### src/rtl/gemm_pkg.sv
// gemm_pkg: types and constants shared by the GeMM blocks.
//   writer_state_t : result-writer FSM state encoding
//   SizeWidth      : width of matrix size ports (sizes up to 32, inclusive)
package gemm_pkg;

  localparam int SizeWidth = $clog2(32) + 1;

  typedef enum logic [1:0] {
    WR_IDLE   = 2'd0,
    WR_DRAIN  = 2'd1,
    WR_FINISH = 2'd2
  } writer_state_t;

endpackage

### src/rtl/gemm_tile_fifo.sv
// gemm_tile_fifo: synchronous FIFO holding whole result tiles.
// Ports:
//   clk_i, rst_ni   : clock, asynchronous active-low reset
//   clear_i         : synchronous flush (empties the FIFO)
//   push_i, wdata_i : write one entry (caller guarantees room or a same-cycle pop)
//   pop_i           : drop the head entry (caller guarantees non-empty)
//   rdata_o         : head entry, valid while !empty_o
//   full_o, empty_o : occupancy flags
module gemm_tile_fifo #(
  parameter int Width = 512,
  parameter int Depth = 2
) (
  input  logic             clk_i,
  input  logic             rst_ni,
  input  logic             clear_i,
  input  logic             push_i,
  input  logic [Width-1:0] wdata_i,
  input  logic             pop_i,
  output logic [Width-1:0] rdata_o,
  output logic             full_o,
  output logic             empty_o
);

  localparam int PtrWidth = $clog2(Depth);

  // Pointers carry one extra wrap bit so full and empty can be told apart.
  logic [PtrWidth:0] r_wr_ptr;
  logic [PtrWidth:0] r_rd_ptr;
  logic [Width-1:0]  r_mem [Depth];

  assign empty_o = (r_wr_ptr == r_rd_ptr);
  assign full_o  = (r_wr_ptr[PtrWidth] != r_rd_ptr[PtrWidth]) &&
                   (r_wr_ptr[PtrWidth-1:0] == r_rd_ptr[PtrWidth-1:0]);
  assign rdata_o = r_mem[r_rd_ptr[PtrWidth-1:0]];

  always_ff @(posedge clk_i or negedge rst_ni) begin
    if (!rst_ni) begin
      r_wr_ptr <= '0;
      r_rd_ptr <= '0;
    end else if (clear_i) begin
      r_wr_ptr <= '0;
      r_rd_ptr <= '0;
    end else begin
      if (push_i) r_wr_ptr <= r_wr_ptr + 1'b1;
      if (pop_i)  r_rd_ptr <= r_rd_ptr + 1'b1;
    end
  end

  // Storage needs no reset; the pointers define what is valid.
  // A push into a full FIFO with a same-cycle pop overwrites the slot being
  // popped, which is safe because the head is read combinationally.
  always_ff @(posedge clk_i) begin
    if (push_i) r_mem[r_wr_ptr[PtrWidth-1:0]] <= wdata_i;
  end

endmodule

### src/rtl/gemm_result_writer.sv
// gemm_result_writer: buffers M x N result tiles from the MAC array and writes
// them row by row into the output SRAM in row-major word order. Tiles are
// expected in controller order (tile column tn inner, tile row tm outer).
// Ports:
//   clk_i, rst_ni         : clock, asynchronous active-low reset
//   start_i               : begin a matrix (Idle only); sizes sampled this cycle
//   M_size_i, N_size_i    : rows / columns of C
//   result_valid_i        : tile present on result_i
//   result_i              : tile, element (r,c) at [(r*N+c)*DataWidth +: DataWidth]
//   result_ready_o        : buffer can take a tile this cycle
//   sram_we_o             : write request
//   sram_addr_o           : word address
//   sram_wdata_o          : one tile row
//   sram_ready_i          : SRAM accepts the write this cycle
//   busy_o                : Drain or Finish
//   done_o                : one-cycle pulse after the last write
//   overflow_o            : sticky, a tile was dropped while draining
//
// Handshakes: a transfer happens on a rising edge where valid and ready are
// both high (result_valid_i/result_ready_o, sram_we_o/sram_ready_i). Once
// sram_we_o is raised, address and data are held until sram_ready_i is seen.
module gemm_result_writer
  import gemm_pkg::*;
#(
  parameter int DataWidth = 32,
  parameter int M         = 4,
  parameter int N         = 4,
  parameter int AddrWidth = 8,
  parameter int Depth     = 2
) (
  input  logic                     clk_i,
  input  logic                     rst_ni,
  input  logic                     start_i,
  input  logic [SizeWidth-1:0]     M_size_i,
  input  logic [SizeWidth-1:0]     N_size_i,
  input  logic                     result_valid_i,
  input  logic [M*N*DataWidth-1:0] result_i,
  output logic                     result_ready_o,
  output logic                     sram_we_o,
  output logic [AddrWidth-1:0]     sram_addr_o,
  output logic [N*DataWidth-1:0]   sram_wdata_o,
  input  logic                     sram_ready_i,
  output logic                     busy_o,
  output logic                     done_o,
  output logic                     overflow_o
);

  localparam int TileWidth   = M * N * DataWidth;
  localparam int RowWidth    = N * DataWidth;
  localparam int RowCntWidth = (M > 1) ? $clog2(M) : 1;

  writer_state_t r_state;
  writer_state_t w_state_next;

  logic [SizeWidth-1:0]   r_tiles_m;
  logic [SizeWidth-1:0]   r_tiles_n;
  logic [SizeWidth-1:0]   r_tm;
  logic [SizeWidth-1:0]   r_tn;
  logic [RowCntWidth-1:0] r_row;
  logic                   r_overflow;

  logic                 w_start;
  logic                 w_in_drain;
  logic                 w_degenerate;
  logic                 w_fifo_full;
  logic                 w_fifo_empty;
  logic [TileWidth-1:0] w_head;
  logic [RowWidth-1:0]  w_row_data;
  logic                 w_we;
  logic                 w_accept;
  logic                 w_last_row;
  logic                 w_last_tn;
  logic                 w_last_tm;
  logic                 w_pop;
  logic                 w_ready;
  logic                 w_push;
  logic                 w_drop;
  logic [11:0]          w_row_index;
  logic [11:0]          w_addr_full;

  assign w_start      = start_i && (r_state == WR_IDLE);
  assign w_in_drain   = (r_state == WR_DRAIN);
  assign w_degenerate = (r_tiles_m == '0) || (r_tiles_n == '0);

  // A zero-tile matrix never writes, even if a tile sneaks into the buffer.
  assign w_we       = w_in_drain && !w_fifo_empty && !w_degenerate;
  assign w_accept   = w_we && sram_ready_i;
  assign w_last_row = (r_row == RowCntWidth'(M - 1));
  assign w_last_tn  = (r_tn == r_tiles_n - SizeWidth'(1));
  assign w_last_tm  = (r_tm == r_tiles_m - SizeWidth'(1));
  assign w_pop      = w_accept && w_last_row;

  // Ready while there is room, or when the head leaves in this same cycle.
  // Tiles are only stored while draining; elsewhere they are silently lost.
  assign w_ready = !w_fifo_full || w_pop;
  assign w_push  = result_valid_i && w_ready && w_in_drain;
  assign w_drop  = result_valid_i && !w_ready && w_in_drain;

  gemm_tile_fifo #(
    .Width(TileWidth),
    .Depth(Depth)
  ) u_tile_fifo (
    .clk_i  (clk_i),
    .rst_ni (rst_ni),
    .clear_i(w_start),
    .push_i (w_push),
    .wdata_i(result_i),
    .pop_i  (w_pop),
    .rdata_o(w_head),
    .full_o (w_fifo_full),
    .empty_o(w_fifo_empty)
  );

  // Row-major word address: global row (tm*M + r) times words per row
  // (tilesN), plus the tile column. Computed at 12 bits, then truncated.
  assign w_row_index = 12'(r_tm) * 12'(M) + 12'(r_row);
  assign w_addr_full = w_row_index * 12'(r_tiles_n) + 12'(r_tn);
  assign w_row_data  = w_head[r_row * RowWidth +: RowWidth];

  // FSM state register
  always_ff @(posedge clk_i or negedge rst_ni) begin
    if (!rst_ni) r_state <= WR_IDLE;
    else         r_state <= w_state_next;
  end

  // FSM next state
  always_comb begin
    w_state_next = r_state;
    case (r_state)
      WR_IDLE: begin
        if (start_i) w_state_next = WR_DRAIN;
      end
      WR_DRAIN: begin
        if (w_degenerate) begin
          w_state_next = WR_FINISH;
        end else if (w_pop && w_last_tn && w_last_tm) begin
          w_state_next = WR_FINISH;
        end
      end
      WR_FINISH: w_state_next = WR_IDLE;
      default:   w_state_next = WR_IDLE;
    endcase
  end

  // Matrix geometry, tile/row counters and the sticky overflow flag
  always_ff @(posedge clk_i or negedge rst_ni) begin
    if (!rst_ni) begin
      r_tiles_m  <= '0;
      r_tiles_n  <= '0;
      r_tm       <= '0;
      r_tn       <= '0;
      r_row      <= '0;
      r_overflow <= 1'b0;
    end else if (w_start) begin
      r_tiles_m  <= M_size_i / SizeWidth'(M);
      r_tiles_n  <= N_size_i / SizeWidth'(N);
      r_tm       <= '0;
      r_tn       <= '0;
      r_row      <= '0;
      r_overflow <= 1'b0;
    end else begin
      if (w_accept) begin
        if (w_last_row) begin
          r_row <= '0;
          if (w_last_tn) begin
            r_tn <= '0;
            r_tm <= r_tm + 1'b1;
          end else begin
            r_tn <= r_tn + 1'b1;
          end
        end else begin
          r_row <= r_row + 1'b1;
        end
      end
      if (w_drop) r_overflow <= 1'b1;
    end
  end

  assign result_ready_o = w_ready;
  assign sram_we_o      = w_we;
  assign sram_addr_o    = AddrWidth'(w_addr_full);
  // Gated so the bus reads zero whenever no write is being requested.
  assign sram_wdata_o   = w_we ? w_row_data : '0;
  assign busy_o         = (r_state != WR_IDLE);
  assign done_o         = (r_state == WR_FINISH);
  assign overflow_o     = r_overflow;

endmodule

### config.mk
export PLATFORM = sky130hd
export DESIGN_NAME = gemm_result_writer
export DESIGN_NICKNAME = d
export VERILOG_FILES = /design/src/rtl/gemm_pkg.sv /design/src/rtl/gemm_tile_fifo.sv /design/src/rtl/gemm_result_writer.sv
export SDC_FILE = /design/constraint.sdc
export NUM_CORES = 1
export LEC_CHECK = 0
export CAP_MARGIN = 10
export CORE_UTILIZATION = 45
export DETAILED_ROUTE_END_ITERATION = 10
export GPL_TIMING_DRIVEN = 0
export PLACE_DENSITY = 0.69
export SLEW_MARGIN = 30
export SYNTH_ARGS = -nofsm -noshare
export SYNTH_HDL_FRONTEND = slang
export SYNTH_HIERARCHICAL = 1
export SYNTH_SLANG_ARGS = --single-unit
### constraint.sdc
create_clock -name clk_i -period 64 [get_ports clk_i]
set_input_delay 12.8 -clock clk_i [delete_from_list [all_inputs] [get_ports clk_i]]
set_output_delay 12.8 -clock clk_i [all_outputs]
set_load 0.01 [all_outputs]
## After elaboration in Yosys (flattened, before gate mapping)

Memory sizes are Yosys's and may differ from the RTL's.
Cells that the tools add are included.

| cells by class | value |
|---|---|
| reductions and logical operators | 31 |
| $mul | 1 |
| eq/ne operators | 10 |
| shift-type cells | 1 |
| add/subtract/negate cells | 9 |
| multiplexer cells | 24 |

Operator list:

| cell | count |
|---|---|
| 512-bit by 10-bit variable part select with 128-bit output | 1 |
| 128-bit 2-to-1 mux | 1 |
| 6-bit 2-to-1 mux | 8 |
| 2-bit 2-to-1 mux | 10 |
| 2-bit nonzero test | 7 |
| 6-bit by 1-bit adder with 6-bit output, second input constant | 2 |
| 6-bit == test | 2 |
| 1-bit logical AND | 12 |
| 6-bit logical NOT | 2 |
| 4-bit by 1-bit subtractor with 5-bit output, second input constant | 2 |
| 8-bit by 2-bit adder with 9-bit output | 1 |
| 9-bit by 4-bit multiplier with 8-bit output | 1 |
| 8-bit by 6-bit adder with 8-bit output | 1 |
| 2-bit by 1-bit adder with 2-bit output, second input constant | 3 |
| 2-bit == test, second input constant | 2 |
| 1-bit logical NOT | 4 |
| 1-bit 2-to-1 mux | 4 |
| 2-bit case mux with 2 select lines | 1 |
| 2-bit AND reduction | 2 |
| 3-bit by 1-bit inequality test with 1-bit output, second input constant | 1 |
| 3-bit AND reduction | 1 |
| 2-bit by 1-bit == test with 1-bit output, second input constant | 1 |
| 2-bit == test | 1 |
| 2-bit logical NOT | 1 |
| other kinds (4) | 5 |

| storage, ports and cells | value |
|---|---|
| memories | 1 |
| bits in registers | 29 |
| logic and storage cells | 86 |
| output and inout bits | 141 |
| input bits | 529 |
| bits in writable memories | 1024 |

Memory list:

| name | words | bits a word | rd ports | clocked after Yosys merged registers in | write ports | line | text |
|---|---|---|---|---|---|---|---|
| u_tile_fifo.r_mem | 2 | 512 | 1 | 0 | 1 | gemm_tile_fifo.sv:29 | `logic [Width-1:0] r_mem [Depth];` |

## Logic depth before layout (Yosys ltp)

| depth | value |
|---|---|
| depth after elaboration | 12 |
| gate-level depth with buffers | 15 |

## Cells and area by module

Netlist, hierarchy kept.

Modules (own cells, without submodules):

| module | instances | cells an instance | area an instance (um^2) |
|---|---|---|---|
| gemm_tile_fifo | 1 | 1613 | 37178.2 |
| gemm_result_writer | 1 | 573 | 6302.3 |

## Worst setup path after synthesis

OpenSTA, ideal clock, no wires.

| timing | value |
|---|---|
| kind | input port to flip-flop |
| from | input sram_ready_i |
| to | memory u_tile_fifo.r_mem[0][0] (enable) |
| cell stages on the path | 5 |
| library setup time | 1.457 ns |
| arrival | 35.910 ns |
| buffers on the path | 1 |
| slack | 26.633 ns |
| cells stage by stage | and3b_1 > nand4_4 > buf_2 > a21oi_1 > nor2b_1 |

| between the ends | value |
|---|---|
| cells in the longest elaborated chain, start to end | 7 |

RTL lines:

| item | line | text |
|---|---|---|
| from (decl) | gemm_result_writer.sv:42 | `input logic sram_ready_i,` |
| 1-bit logical AND | gemm_result_writer.sv:87 | `assign w_accept = w_we && sram_ready_i;` |
| 1-bit logical AND | gemm_result_writer.sv:91 | `assign w_pop = w_accept && w_last_row;` |
| 1-bit logical OR | gemm_result_writer.sv:95 | `assign w_ready = !w_fifo_full \|\| w_pop;` |
| 1-bit logical AND (2 in a row) | gemm_result_writer.sv:96 | `assign w_push = result_valid_i && w_ready && w_in_drain;` |
| net w_push | gemm_result_writer.sv:76 | `logic w_push;` |
| 1-bit 2-to-1 mux | gemm_tile_fifo.sv:53 | `if (push_i) r_mem[r_wr_ptr[PtrWidth-1:0]] <= wdata_i;` |
| 1-bit 2-to-1 mux (not written as such) | gemm_tile_fifo.sv:53 |  |
| to (decl) | gemm_tile_fifo.sv:29 |  |

The timed path passes the listed nets, and every way through them passes these cells.

## Worst setup path in the final report

| timing | value |
|---|---|
| from | input sram_ready_i |
| to | output result_ready_o |

| between the ends | value |
|---|---|
| cells in the longest elaborated chain, start to end | 3 |

RTL lines:

| item | line | text |
|---|---|---|
| 1-bit logical AND | gemm_result_writer.sv:87 |  |
| 1-bit logical AND | gemm_result_writer.sv:91 |  |
| 1-bit logical OR | gemm_result_writer.sv:95 |  |
| to (decl) | gemm_result_writer.sv:38 | `output logic result_ready_o,` |

Every way passes these cells.

==> run_results.csv <==
group,metric,value,unit
worst_setup_path,critPathKind,"input port to output port",
pwr,p_int,1500,uW
hold_path,hold_path_class,"register to register",
sta,skew,14.8,ps
sta,hold-worst-slack,536,ps
global_route,grt_usage,23.8,%
global_route,grt_max_degree,47,
place,gp_congestion,0.818,
floorplan,io_pins,670,
sta,slew_viol_final,0,
worst_setup_path,crit_arrival,14670,ps
floorplan,core_area,95300,um2
cts,cts_sinks,1053,
sta,fmax,36.4,MHz
cts,htreeDepth,3,
synthesis,netlist_top_cells_area,"edfxtp_1 (71%), mux2_2 (13%), mux4_2 (6.6%)",
global_route,grt_pass1_vias,25500,
pwr,switching_share,25.1,%
sta,setup-violations-final,0,
sta,finalHoldViolCount,0,
worst_setup_path,crit_path_max_fanout,10,
place,post-place-ws,36570,ps
cells_and_area,layout-drive-gt1-share,30.4,%
sta,setup_slack,36530,ps
cts,cts_buffer_depth,3,
cts,cts_tree,"done",
synthesis,synth-main-ff-cell,"edfxtp_1",
global_route,overflow,0,
synthesis,synth.distinct_cells,61,
synthesis,synth_nets,2747,
synthesis,synth_commonest_cells,"edfxtp_1 (1,024), mux2_2 (492), and2_1 (146), mux4_2 (128), buf_2 (50)",
cells_and_area,areaGrowthSynthToFinish,30.8,%
global_route,antenna_found_initial,54,
synthesis,ys.warnings.count,6,
detailed_routing,vias,23600,
synthesis,syn_inst,2186,
global_route,grt_pass1_wl,169000,um
detailed_routing,firstDrtPassIters,5,
pwr,p_seq_share,44.5,%
detailed_routing,drt_iter0_drc,1855,
run,drv_cap,0,
place,dp.final_hpwl,84000,um
sta,rsz0062_at_grt,"no",
synthesis,synth.most_common_cell,"edfxtp_1",
pwr,vdd_ir_drop_max,0.0000262,V
detailed_routing,via_per_inst,5.36,
worst_setup_path,worstPathRequired,51200,ps
detailed_routing,drtAntennaViolNets,0,
synthesis,yosys.area.top_type,"edfxtp_1",
sta,relSlewSlack,36.9,%
floorplan,die_x,313,um
sta,fin_crit,27470,ps
cts,cts.repair.resized,0,
sta,tightest_slew,947,ps
pwr,p_switching,502,uW
worst_setup_path,crit_path_end_kind,"output port",
cts,postCtsSetupBuffers,0,
place,numPortBuffers,665,
synthesis,synth_top_area_share,70.7,%
cells_and_area,design_area,56900,um2
synthesis,synth_edf_count,1024,
cts,insertion_delay,700,ps
cts,hold_buffers,0,
synthesis,ys_ff_latch,1053,
synthesis,synth_area,43500,um2
pwr,powerDensity,35.1,nW/um2
cts,cts_buffers,112,
cells_and_area,utilization,59.7,%
floorplan,die_y,313,um
detailed_routing,wl,117000,um
detailed_routing,post-route-drc-count,0,
sta,tns,0,ps
place,post_dp_cell_area,52800,um2
pwr,p_leak,0.0189,uW
floorplan,rows,113,
cts,root_buffer,"clkbuf_16",
pwr,clkPwrFrac,34.6,%
worst_setup_path,cp-start-kind,"input port",
pwr,combPwrFrac,20.9,%
floorplan,start_util,45.6,%
synthesis,syn_area_per_cell,19.9,um2
synthesis,async_flop_share,2.75,%
cts,path_clk_slew,60,ps
cells_and_area,nets,3568,
sta,min_period_over_period,42.9,%
synthesis,synth-seq-area-share,72.4,%
status,status,"completed",
detailed_routing,wl_per_cell,26.7,um
floorplan,dieArea,97900,um2
## worst max-delay path, stage by stage
cell and delay [ps]:
clkdlybuf4s50_1 500, and3b_1 210, nand4_4 170, buf_2 230
nand2_1 100, clkdlybuf4s50_1 650
## layout make-up
| cell class | count | area, um2 |
|---|---|---|
| inverter | 29 | 109 |
| buffer | 112 | 728 |
| multi-input combinational | 992 | 11200 |
| fill | 6984 | 38400 |
| clock buffer | 128 | 2900 |
| antenna | 29 | 72.6 |
| timing repair buffer | 707 | 7730 |
| clock inverter | 84 | 1090 |
| tap | 1265 | 1580 |
| sequential | 1053 | 31500 |
## cell usage in the layout, fill, tap and decap left out, drive strengths merged, types with 3 or more instances in the layout
cell	netlist	routed
clkinvlp	0	6
inv	29	33
and3	3	3
nor3	9	9
clkbuf	29	157
nor2b	4	4
nand2b	5	5
a21o	3	3
ha	19	19
clkinv	0	52
xor2	9	9
xnor2	15	15
o22ai	3	3
clkdlybuf4s50	0	664
a21oi	15	15
and2	146	146
fa	13	13
nand2	41	41
buf	83	126
bufinv	0	22
nand3	6	6
nor2	14	14
mux2	514	514
o211ai	3	3
diode	0	29
o21ai	8	8
nand4	5	5
mux2i	3	3
edfxtp	1024	1024
dfrtp	29	29
mux4	128	128
## flip-flops by register name, indices dropped and copies added, names as in the netlist
| register | flops |
|---|---|
| r_state | 2 |
| r_tn | 6 |
| overflow_o | 1 |
| u_tile_fifo/r_mem | 1024 |
| u_tile_fifo/r_wr_ptr | 2 |
| r_row | 2 |
| u_tile_fifo/r_rd_ptr | 2 |
| r_tiles_n | 4 |
| r_tiles_m | 4 |
| r_tm | 6 |
## through the flow
stage / instances / total power (uW)
after floorplan: 2186 / 1210
after global placement: 4116 / 1410
after detailed placement: 4158 / 1320
after CTS: 4370 / 2020
after global routing: 4398 / 2070
final: 4399 / 2000
## final timing paths
kind	start	endpoint	slack, ps	depth (start not counted)
worst max-delay path	sram_ready_i	result_ready_o	36530	6
worst min-delay path	overflow_o$_DFFE_PN0P_	overflow_o$_DFFE_PN0P_	540	2
worst max register to register	u_tile_fifo/r_rd_ptr[0]$_DFFE_PN0P_	u_tile_fifo/r_mem[0][231]$_DFFE_PP_	59720	14
worst min register to register	overflow_o$_DFFE_PN0P_	overflow_o$_DFFE_PN0P_	540	2
max in group asynchronous	rst_ni	r_tn[2]$_DFFE_PN0P_	51410	1
min in group asynchronous	rst_ni	r_tiles_n[2]$_DFFE_PN0P_	12140	1
## routing by layer
layer / global-route usage [%] / routed length (um) / vias up
met4: 10.7 / 4330 / 38
li1: - / - / 10400
met2: 41.3 / 61300 / 733
met3: 5.50 / 7440 / 233
met5: 0 / 227 / -
met1: 28.3 / 44000 / 12200
## cell families after synthesis
logic type               share of synthesized area (%)
AO/OA/AOI/OAI                                    0.688
buffers and inverters                             1.92
XOR/XNOR                                         0.501
multiplexers                                      20.0
adder cells (fa/ha/maj)                           1.15
flip-flops                                        72.4
AND/OR/NAND/NOR                                   3.34
## power groups by stage
stage                     registers [uW]  logic, uW  clock network [uW]
after floorplan                      984        223                   0
after global placement              1040        372                   0
after detailed placement             903        420                   0
after CTS                            889        423                 705
after global routing                 896        445                 731
final                                889        417                 691
Note: power is estimated with default switching activity, not from simulation.
